$ cat src/rtl/instr_fetch_ctrl.sv
// Instruction fetch sequencer: owns the PC, drives the ROM address and registers
// each fetched word with its PC for decode. Handles stalls, redirects and halt.
module instr_fetch_ctrl #(
  parameter int                    ADDR_WIDTH = 16,
  parameter int                    DATA_WIDTH = 32,
  parameter logic [ADDR_WIDTH-1:0] RESET_PC   = 16'h0000,
  parameter logic [DATA_WIDTH-1:0] HALT_INSTR = 32'h0000000C
) (
  input  logic                  i_clk,
  input  logic                  i_rst,
  input  logic                  i_start,
  input  logic                  i_stall,
  input  logic                  i_redirect,
  input  logic [ADDR_WIDTH-1:0] i_redirect_pc,
  input  logic [DATA_WIDTH-1:0] i_rom_data,
  output logic [ADDR_WIDTH-1:0] o_rom_addr,
  output logic [DATA_WIDTH-1:0] o_instr,
  output logic [ADDR_WIDTH-1:0] o_pc,
  output logic                  o_valid,
  output logic                  o_halted,
  output logic [31:0]           o_fetch_cnt
);

  localparam logic [1:0] ST_IDLE  = 2'd0;
  localparam logic [1:0] ST_FETCH = 2'd1;
  localparam logic [1:0] ST_HALT  = 2'd2;

  logic [1:0]            state_q;
  logic [ADDR_WIDTH-1:0] pc_q;

  assign o_rom_addr = pc_q;

  // NOTE: all state uses non-blocking assignments so every register samples
  // the pre-edge values, regardless of statement order inside this block.
  always_ff @(posedge i_clk) begin
    if (i_rst) begin
      state_q     <= ST_IDLE;
      pc_q        <= RESET_PC;
      o_instr     <= '0;
      o_pc        <= '0;
      o_valid     <= 1'b0;
      o_halted    <= 1'b0;
      o_fetch_cnt <= '0;
    end else begin
      case (state_q)
        ST_IDLE: begin
          o_valid <= 1'b0;
          if (i_start) begin
            pc_q    <= RESET_PC;
            state_q <= ST_FETCH;
          end
        end

        ST_FETCH: begin
          if (i_redirect) begin
            // Squash whatever is on the output; it came from the wrong path.
            pc_q    <= i_redirect_pc;
            o_valid <= 1'b0;
          end else if (!(i_stall && o_valid)) begin
            o_instr <= i_rom_data;
            o_pc    <= pc_q;
            o_valid <= 1'b1;
            if (o_fetch_cnt != 32'hFFFF_FFFF) begin
              o_fetch_cnt <= o_fetch_cnt + 32'd1;
            end
            if (i_rom_data == HALT_INSTR) begin
              state_q  <= ST_HALT;
              o_halted <= 1'b1;
            end else begin
              pc_q <= pc_q + 1'b1;
            end
          end
        end

        ST_HALT: begin
          if (i_start) begin
            pc_q     <= RESET_PC;
            o_halted <= 1'b0;
            o_valid  <= 1'b0;
            state_q  <= ST_FETCH;
          end else if (!i_stall) begin
            o_valid <= 1'b0;
          end
        end

        // NOTE: the unused encoding recovers to IDLE rather than locking up.
        default: begin
          state_q <= ST_IDLE;
          o_valid <= 1'b0;
        end
      endcase
    end
  end

endmodule

$ cat config.mk
export PLATFORM = sky130hd
export DESIGN_NAME = instr_fetch_ctrl
export DESIGN_NICKNAME = d
export VERILOG_FILES = /design/src/rtl/instr_fetch_ctrl.sv
export SDC_FILE = /design/constraint.sdc
export NUM_CORES = 1
export LEC_CHECK = 0
export ABC_CLOCK_PERIOD_IN_PS = 2400
export CORE_AREA = 5 5 96 121
export DETAILED_ROUTE_END_ITERATION = 16
export DIE_AREA = 0 0 101 126
export PLACE_DENSITY = 0.77
export SLEW_MARGIN = 10
export SYNTH_ARGS = -nofsm -noshare
export SYNTH_HDL_FRONTEND = slang
export SYNTH_SLANG_ARGS = --single-unit
$ cat constraint.sdc
create_clock -name i_clk -period 2.4 [get_ports i_clk]
set_clock_uncertainty 0.2 [all_clocks]
set_input_delay 0.36 -clock i_clk [delete_from_list [all_inputs] [get_ports i_clk]]
set_output_delay 0.36 -clock i_clk [all_outputs]
set_load 0.01 [all_outputs]
# After elaboration in Yosys (flattened, before gate mapping)
# Cells that the tools add are included.
# totals
ff_bits	100
in_bits	53
out_inout_bits	98
# op_classes
n_addsub	2
eq_ne	12
mux	20
bitwise	2
n_reduce_logical	11
# ops
op	n
$mux W16	4
$add A32 B1 Y32 const B	1
$eq A32 B4 Y1 const B	1
$ne A32 B32 Y1 const B	1
$pmux W16 S2	1
$add A16 B1 Y16 const B	1
$reduce_and A4 Y1	3
$ne A3 B3 Y1 const B	3
$mux W1	8
$mux W2	4
$ne A2 B2 Y1 const B	4
$reduce_and A5 Y1	1
$pmux W1 S2	2
$pmux W2 S2	1
$reduce_bool A2 Y1	2
$reduce_and A3 Y1	1
$eq A2 B1 Y1 const B	1
$eq A2 B2 Y1 const B	1
$logic_not A2 Y1	1
$ne A2 B1 Y1 const B	1
$not A1 Y1	2
$reduce_and A2 Y1	1
$reduce_or A2 Y1	1
$logic_and A1 B1 Y1	1

# Logic depth before layout (Yosys ltp)
# Gate-level depths: netlist (run 1).
# depth
depth_word	5
depth_mapped	9

# Worst setup path after synthesis (run 1)
# Ideal clock, no wire load.
# synth_path
kind	register to register
startpoint	register o_fetch_cnt[0]
endpoint	register o_fetch_cnt[28]
setup_ps	59
arrival_ps	1999
required_ps	2141
slack_ps	142
stages_incl_launch_ff	8
path_buffers	1
period_less_slack_ps	2258
path_cell_list	dfxtp_1 ha_1 and2_1 buf_2 nand4_4 or4_4 or4_1 nand2_1
# synth_via
elab_chain_len	2
elab_cells_between_ends	3
classes_between	add/sub: 1; eq/ne: 1; reduce/logical: 1
# synth_lines
item	line_no	text
start: declaration	21	output logic [31:0] o_fetch_cnt
start signal: assignment	64	o_fetch_cnt <= o_fetch_cnt + 32'd1;
parallel branches: the longest is 2 deep, another holds $add A32 B1 Y32	n/a	
# Parallel ways; which one is timed is not known.
# A chain may end at the register's enable or synchronous reset.

# Worst setup path after layout (run 1)
# layout_path
startpoint	register o_fetch_cnt[11]
endpoint	register o_fetch_cnt[28]
# Same word-level chain as after synthesis.

==> results of run 1 <==
[routing by layer]
metal	GRT usage	up-vias	routed length, µm
met3	0.0537	38	1200
met4	0.0704	0	341
met2	0.389	217	7380
li1	-	2485	-
met5	0	-	0
met1	0.270	2392	5810
[state kept, by name, summed over array words and instances (netlist names)]
register,count
o_halted,1
o_valid,1
o_instr,32
o_rom_addr,16
o_pc,16
state_q,2
o_fetch_cnt,32
[metrics by stage]
step | util | area, µm² | instances | hold WS (ns) | total power, mW
finish | 0.680 | 7040 | 908 | 0.253 | 3.71
global route | 0.680 | 7040 | 908 | 0.274 | 3.83
CTS | 0.679 | 7030 | 908 | 0.255 | 3.73
detailed placement | 0.649 | 6720 | 892 | 0.246 | 2.24
global placement | 0.649 | 6720 | 892 | 0.241 | 2.23
floorplan | - | 4740 | 588 | 0.278 | 1.96
[layout make-up]
cell class	count	area (µm²)
fillers	838	3310
well taps	132	165
clock inverters	3	43.8
multi-input cells	443	2530
clock buffers	13	270
inverters	7	26.3
repair buffers	210	2000
flip-flops and latches	100	2000
[cell usage after synthesis, drive strengths merged, types with 9 or more instances]
cell	number
nand4	14
or4	12
xnor2	9
nor4	15
a21oi	75
dfxtp	100
buf	13
o31ai	19
nand3	25
o21ai	20
nand2	131
clkbuf	24
nor2	29
[power groups by stage]
| stage | registers [mW] | logic, mW | clock network [mW] |
|---|---|---|---|
| 4_1_cts | 1.73 | 0.471 | 1.52 |
| 3_3_place_gp | 1.77 | 0.462 | 0 |
| 3_5_place_dp | 1.77 | 0.469 | 0 |
| 2_1_floorplan | 1.78 | 0.176 | 0 |
| 5_1_grt | 1.74 | 0.508 | 1.59 |
| 6_report | 1.73 | 0.471 | 1.50 |
[timing repair]
action / 4_1_cts / 5_1_grt
setup endpoints to repair: 0 / 10
endpoints found under the hold margin: 0 / 0
resized for setup: 0 / 3
[logic make-up (layout without fill, tap and decap cells)]
| family | count (synthesis) | in the layout | synth area share |
|---|---|---|---|
| AND/OR/NAND/NOR | 272 | 272 | 0.287 |
| AO/OA/AOI/OAI | 151 | 151 | 0.204 |
| flip-flops | 100 | 100 | 0.423 |
| buffers and inverters | 45 | 233 | 0.0457 |
| XOR/XNOR | 14 | 14 | 0.0259 |
| multiplexers | 4 | 4 | 0.00898 |
| adder cells (fa/ha/maj) | 2 | 2 | 0.00528 |
[worst paths after layout]
path | from | endpoint | slack, ns | cells after the start
worst max-delay path | o_fetch_cnt[11] | o_fetch_cnt[28] | 0.10 | 5
worst min-delay path | o_instr[10] | o_instr[10] | 0.25 | 2
worst max register to register | o_fetch_cnt[11] | o_fetch_cnt[28] | 0.10 | 5
worst min register to register | o_instr[10] | o_instr[10] | 0.25 | 2
[tightest hold or removal path, delay by kind of cell (launching register included)]
| family | cells | cell delay [ns] |
|---|---|---|
| flops | 1 | 0.31 |
| compound gates | 1 | 0.05 |
| simple gates | 1 | 0.05 |
==> out/results.txt, run 1 <==
outcome - finished clean
Buf+Inv Stages, Crit Path - 0
average via count per standard cell - 5.65
Post CTS Setup Buffer Count - 0
post-synth top area share - 0.423
Setup crit end kind - flop
Routed WL per cell - 16.2 µm
Yosys cell types - 72
DIE WIDTH - 101 µm
initial antenna violation count - 0
Detailed Routing Iterations Pass 1 - 7
Rel. slew slack - 0.658
setup slack after layout - 0.104 ns
DR iter-0 viols - 260
final net count - 826
Logic pwr share - 0.127
pwr/cell area - 527 nW/µm²
Die ar. - 12,700 µm²
most frequent cells in the layout - clkdlybuf4s50_1 (149), nand2_1 (129), dfxtp_1 (98)
first-pass GRT wire length - 23.5 mm
clock root buffer master - clkbuf_16
sequential cell fraction of total power - 0.467
Leak - 2.46 nW
GRT overflow - 0
Max Root-Sink Buffers - 2
Post-CTS Hold Buffers - 0
most used cell, CP - nand2_1
Sum Neg Setup Slack - 0 ns
syn nets - 643
Rows - 42
Max-Cap Viols - 0
Starting Density - 0.458
Post-Syn Area - 4740 µm²
Pint - 2.84 mW
largest net degree at the start of global routing - 65
Critical Path, Cell by Cell - and4_1 -> nand2_1 -> or4_4 -> or4_1 -> nand2_1
Post-synth EDFFs - 0
CTS sink cnt - 100
post-synth top area cell - dfxtp_1
via count - 5,132
Worst VDD drop - 0.349 mV
Synth warnings - 0
CP Launch Type - flop
Residual DRC - 0
slew of the pin with the lowest slew margin - 0.500 ns
Tmin final - 2.30 ns
mean post-synth cell area - 8.06 µm²
worst-skew pair later-pin latency - 0.34 ns
RePlAce Congestion - 0.946
Core Area - 10,400 µm²
Die H - 126 µm
synth top area cells - dfxtp_1 (42%), nand2_1 (10%), a21oi_1 (7.6%), o31ai_1 (2.7%), nand3_1 (2.6%)
Largest stage delay, worst path - 0.58 ns
vias in the first global route - 4,898
Routed Antenna Nets - 0
GRT Util Overall - 0.224
Post-DP HPWL - 10.9 mm
Setup WS pre-CTS - -0.284 ns
Hold Path Class - flop to flop
H-tree lvl count - 3
final setup violation count - 0
Top FF cell, synth - dfxtp_1
final hold vios - 0
Layout area overhead - 48.7%
CTS Buf Count - 9
Net Sw Power - 0.868 mW
# diodes - 0
Post-Synthesis Cells - 588
Req. time, crit path - 2.49 ns
CP arrival - 2.38 ns
total routed wirelength - 14.7 mm
Worst path top cell family by delay - simple AND/OR/NAND/NOR gates
highest clock rate - 435 MHz
fraction of layout cells with a size suffix above 1 - 0.140
TritonCTS clock tree - built
register area share after synthesis - 0.423
CP max FO - 6
most common cell after layout, fill and taps aside - clkdlybuf4s50_1
Synth Register Bits - 100
slowest stage cell, crit path - or4_4
Post-synth ARST share - 0
critical path type - flop to flop
max-slew violations - 0
Clk pin slew, worst setup/hold paths - 0.07 ns
fin crit share - 0.957
number of port buffers - 150
Switching Fraction - 0.234
RSZ-0062 raised after global routing - no
Clk pwr share - 0.406
I/O pin count - 151
Note: power is estimated with default switching activity, not from simulation.
==> run 2: changes to the inputs <==
--- a/config.mk
+++ b/config.mk
@@ -7,8 +7,9 @@
 export LEC_CHECK = 0
 export ABC_CLOCK_PERIOD_IN_PS = 2400
-export CORE_AREA = 5 5 96 121
+export CORE_AREA = 5 5 95 120
+export CTS_BUF_LIST = sky130_fd_sc_hd__clkbuf_4 sky130_fd_sc_hd__clkbuf_8
 export DETAILED_ROUTE_END_ITERATION = 16
-export DIE_AREA = 0 0 101 126
-export PLACE_DENSITY = 0.77
+export DIE_AREA = 0 0 100 125
+export PLACE_DENSITY = 0.78
 export SLEW_MARGIN = 10
 export SYNTH_ARGS = -nofsm -noshare
==> constraint.sdc (replaced) <==
create_clock -name i_clk -period 2.4 [get_ports i_clk]
set_clock_uncertainty 0.2 [all_clocks]
set_input_delay 0.48 -clock i_clk [delete_from_list [all_inputs] [get_ports i_clk]]
set_output_delay 0.48 -clock i_clk [all_outputs]
set_load 0.01 [all_outputs]
==> run 2 against run 1 <==
Cell count up 1.2%. Total power fell by 12%. Maximum frequency down 3.4%. Critical endpoint is now o_rom_addr[14]. Largest power group unchanged.
==> out/results.txt, run 2 (same netlist as run 1, synthesis figures left out) <==
Starting Density - 0.462
slew of the pin with the lowest slew margin - 0.555 ns
Tmin final - 2.38 ns
max-slew violations - 0
Rel. slew slack - 0.627
outcome - finished clean
Rows - 42
worst flop-to-flop path startpoint - o_fetch_cnt[10]
final net count - 837
pwr/cell area - 464 nW/µm²
CTS sink cnt - 100
GRT overflow - 0
I/O pin count - 151
Die H - 125 µm
highest clock rate - 420 MHz
Routed Antenna Nets - 0
first-pass GRT wire length - 24.7 mm
worst-skew pair later-pin latency - 0.36 ns
RePlAce Congestion - 0.905
Worst VDD drop - 0.247 mV
setup slack after layout - 0.0217 ns
total power - 3.25 mW
most frequent cells in the layout - clkdlybuf4s50_1 (149), nand2_1 (129), dfxtp_1 (100)
average via count per standard cell - 5.64
DR iter-0 viols - 238
placed cell areas - 6790 µm²
R2R Setup Slk - 0.08 ns
Detailed Routing Iterations Pass 1 - 5
fin crit share - 0.991
TritonCTS clock tree - built
H-tree lvl count - 3
Placed Cells - 903
vias in the first global route - 5,197
CP Launch Type - primary input
Max-Cap Viols - 0
critical path type - primary input to flop
registers with the most flip-flops - o_fetch_cnt (32), o_instr (32)
CTS Buf Count - 9
Sum Neg Setup Slack - 0 ns
GRT Util Overall - 0.238
largest net degree at the start of global routing - 64
most common cell after layout, fill and taps aside - clkdlybuf4s50_1
Clk pwr share - 0.322
final instance area - 7000 µm²
Leak - 2.45 nW
Max Root-Sink Buffers - 2
CP arrival - 2.43 ns
Critical Path End - o_rom_addr[14]
via count - 5,184
total routed wirelength - 15.2 mm
final setup violation count - 0
Setup WS pre-CTS - -0.400 ns
Reg2Reg Depth - 5
CP max FO - 17
final hold vios - 0
Setup crit end kind - flop
initial antenna violation count - 0
RR Endpoint - o_fetch_cnt[28]
Layout area overhead - 47.8%
number of port buffers - 150
Residual DRC - 0
Switching Fraction - 0.257
sequential cell fraction of total power - 0.533
Clk pin slew, worst setup/hold paths - 0.09 ns
Pint - 2.42 mW
Die ar. - 12,500 µm²
fraction of layout cells with a size suffix above 1 - 0.155
Logic pwr share - 0.146
Routed WL per cell - 16.5 µm
CP Launch Point - i_rom_data[8]
# diodes - 0
Post CTS Setup Buffer Count - 0
Core Area - 10,200 µm²
Req. time, crit path - 2.46 ns
fin cells - 919
clock root buffer master - clkbuf_8
Post-DP HPWL - 11.4 mm
DIE WIDTH - 100 µm
Hold Path Class - flop to flop
Net Sw Power - 0.836 mW
run 2: cell types whose count changed in the layout (fill, tap and decap cells not counted), moves of 2 or more:
cell and delta:
dfxtp_1 +2, clkbuf_8 +9, clkbuf_16 -9, buf_4 +11
clkinvlp_4 +2, dfxtp_2 -2
run 2: what timing repair did:
action,in CTS,in global routing
pin swaps,1,3
hold buffers,0,0
gates resized for setup,0,5
setup endpoints to repair,2,20
gates cloned,0,0
run 2: critical path, stage by stage:
cell and delay [ns]:
clkdlybuf4s50_1 0.45, nor4_2 0.37, nand4_1 0.26, o31ai_4 0.35, buf_12 0.18, nor4_1 0.07
a211o_1 0.28
run 2: layout make-up:
type                            instances  area [µm²]
Clock buffer                           13         173
Timing Repair Buffer                  221        2070
Multi-Input combinational cell        443        2550
Fill cell                             869        3240
Sequential cell                       100        2000
Clock inverter                          3        20.0
Inverter                                7        26.3
Tap cell                              132         165
run 2: worst min-delay path by stage:
| stage | from | end | slack (ns) | cells after the start |
|---|---|---|---|---|
| finish | o_pc[14] | o_pc[14] | 0.26 | 2 |
| global route | o_instr[4] | o_instr[4] | 0.28 | 2 |
| CTS | o_pc[14] | o_pc[14] | 0.26 | 2 |
| detailed placement | o_pc[14] | o_pc[14] | 0.25 | 2 |
| global placement | o_pc[10] | o_pc[10] | 0.24 | 2 |
| floorplan | state_q[1] | state_q[1] | 0.28 | 2 |
run 2: per-layer routing:
layer / global-route usage / part of all wire
met5: 0 / 0
met2: 0.427 / 0.51
met3: 0.0462 / 0.067
met1: 0.269 / 0.39
met4: 0.103 / 0.033
run 2: stage by stage:
stage           util  hold WS [ns]
5_1_grt        0.683         0.279
2_1_floorplan      -         0.278
3_5_place_dp   0.663         0.246
4_1_cts        0.681         0.259
3_3_place_gp   0.663         0.241
6_report       0.683         0.257
run 2: power by group through the flow:
stage,logic [mW],registers [mW],clock network (mW)
floorplan,0.176,1.78,0
global placement,0.457,1.77,0
CTS,0.472,1.73,1.06
global route,0.511,1.74,1.13
detailed placement,0.469,1.77,0
finish,0.473,1.73,1.05
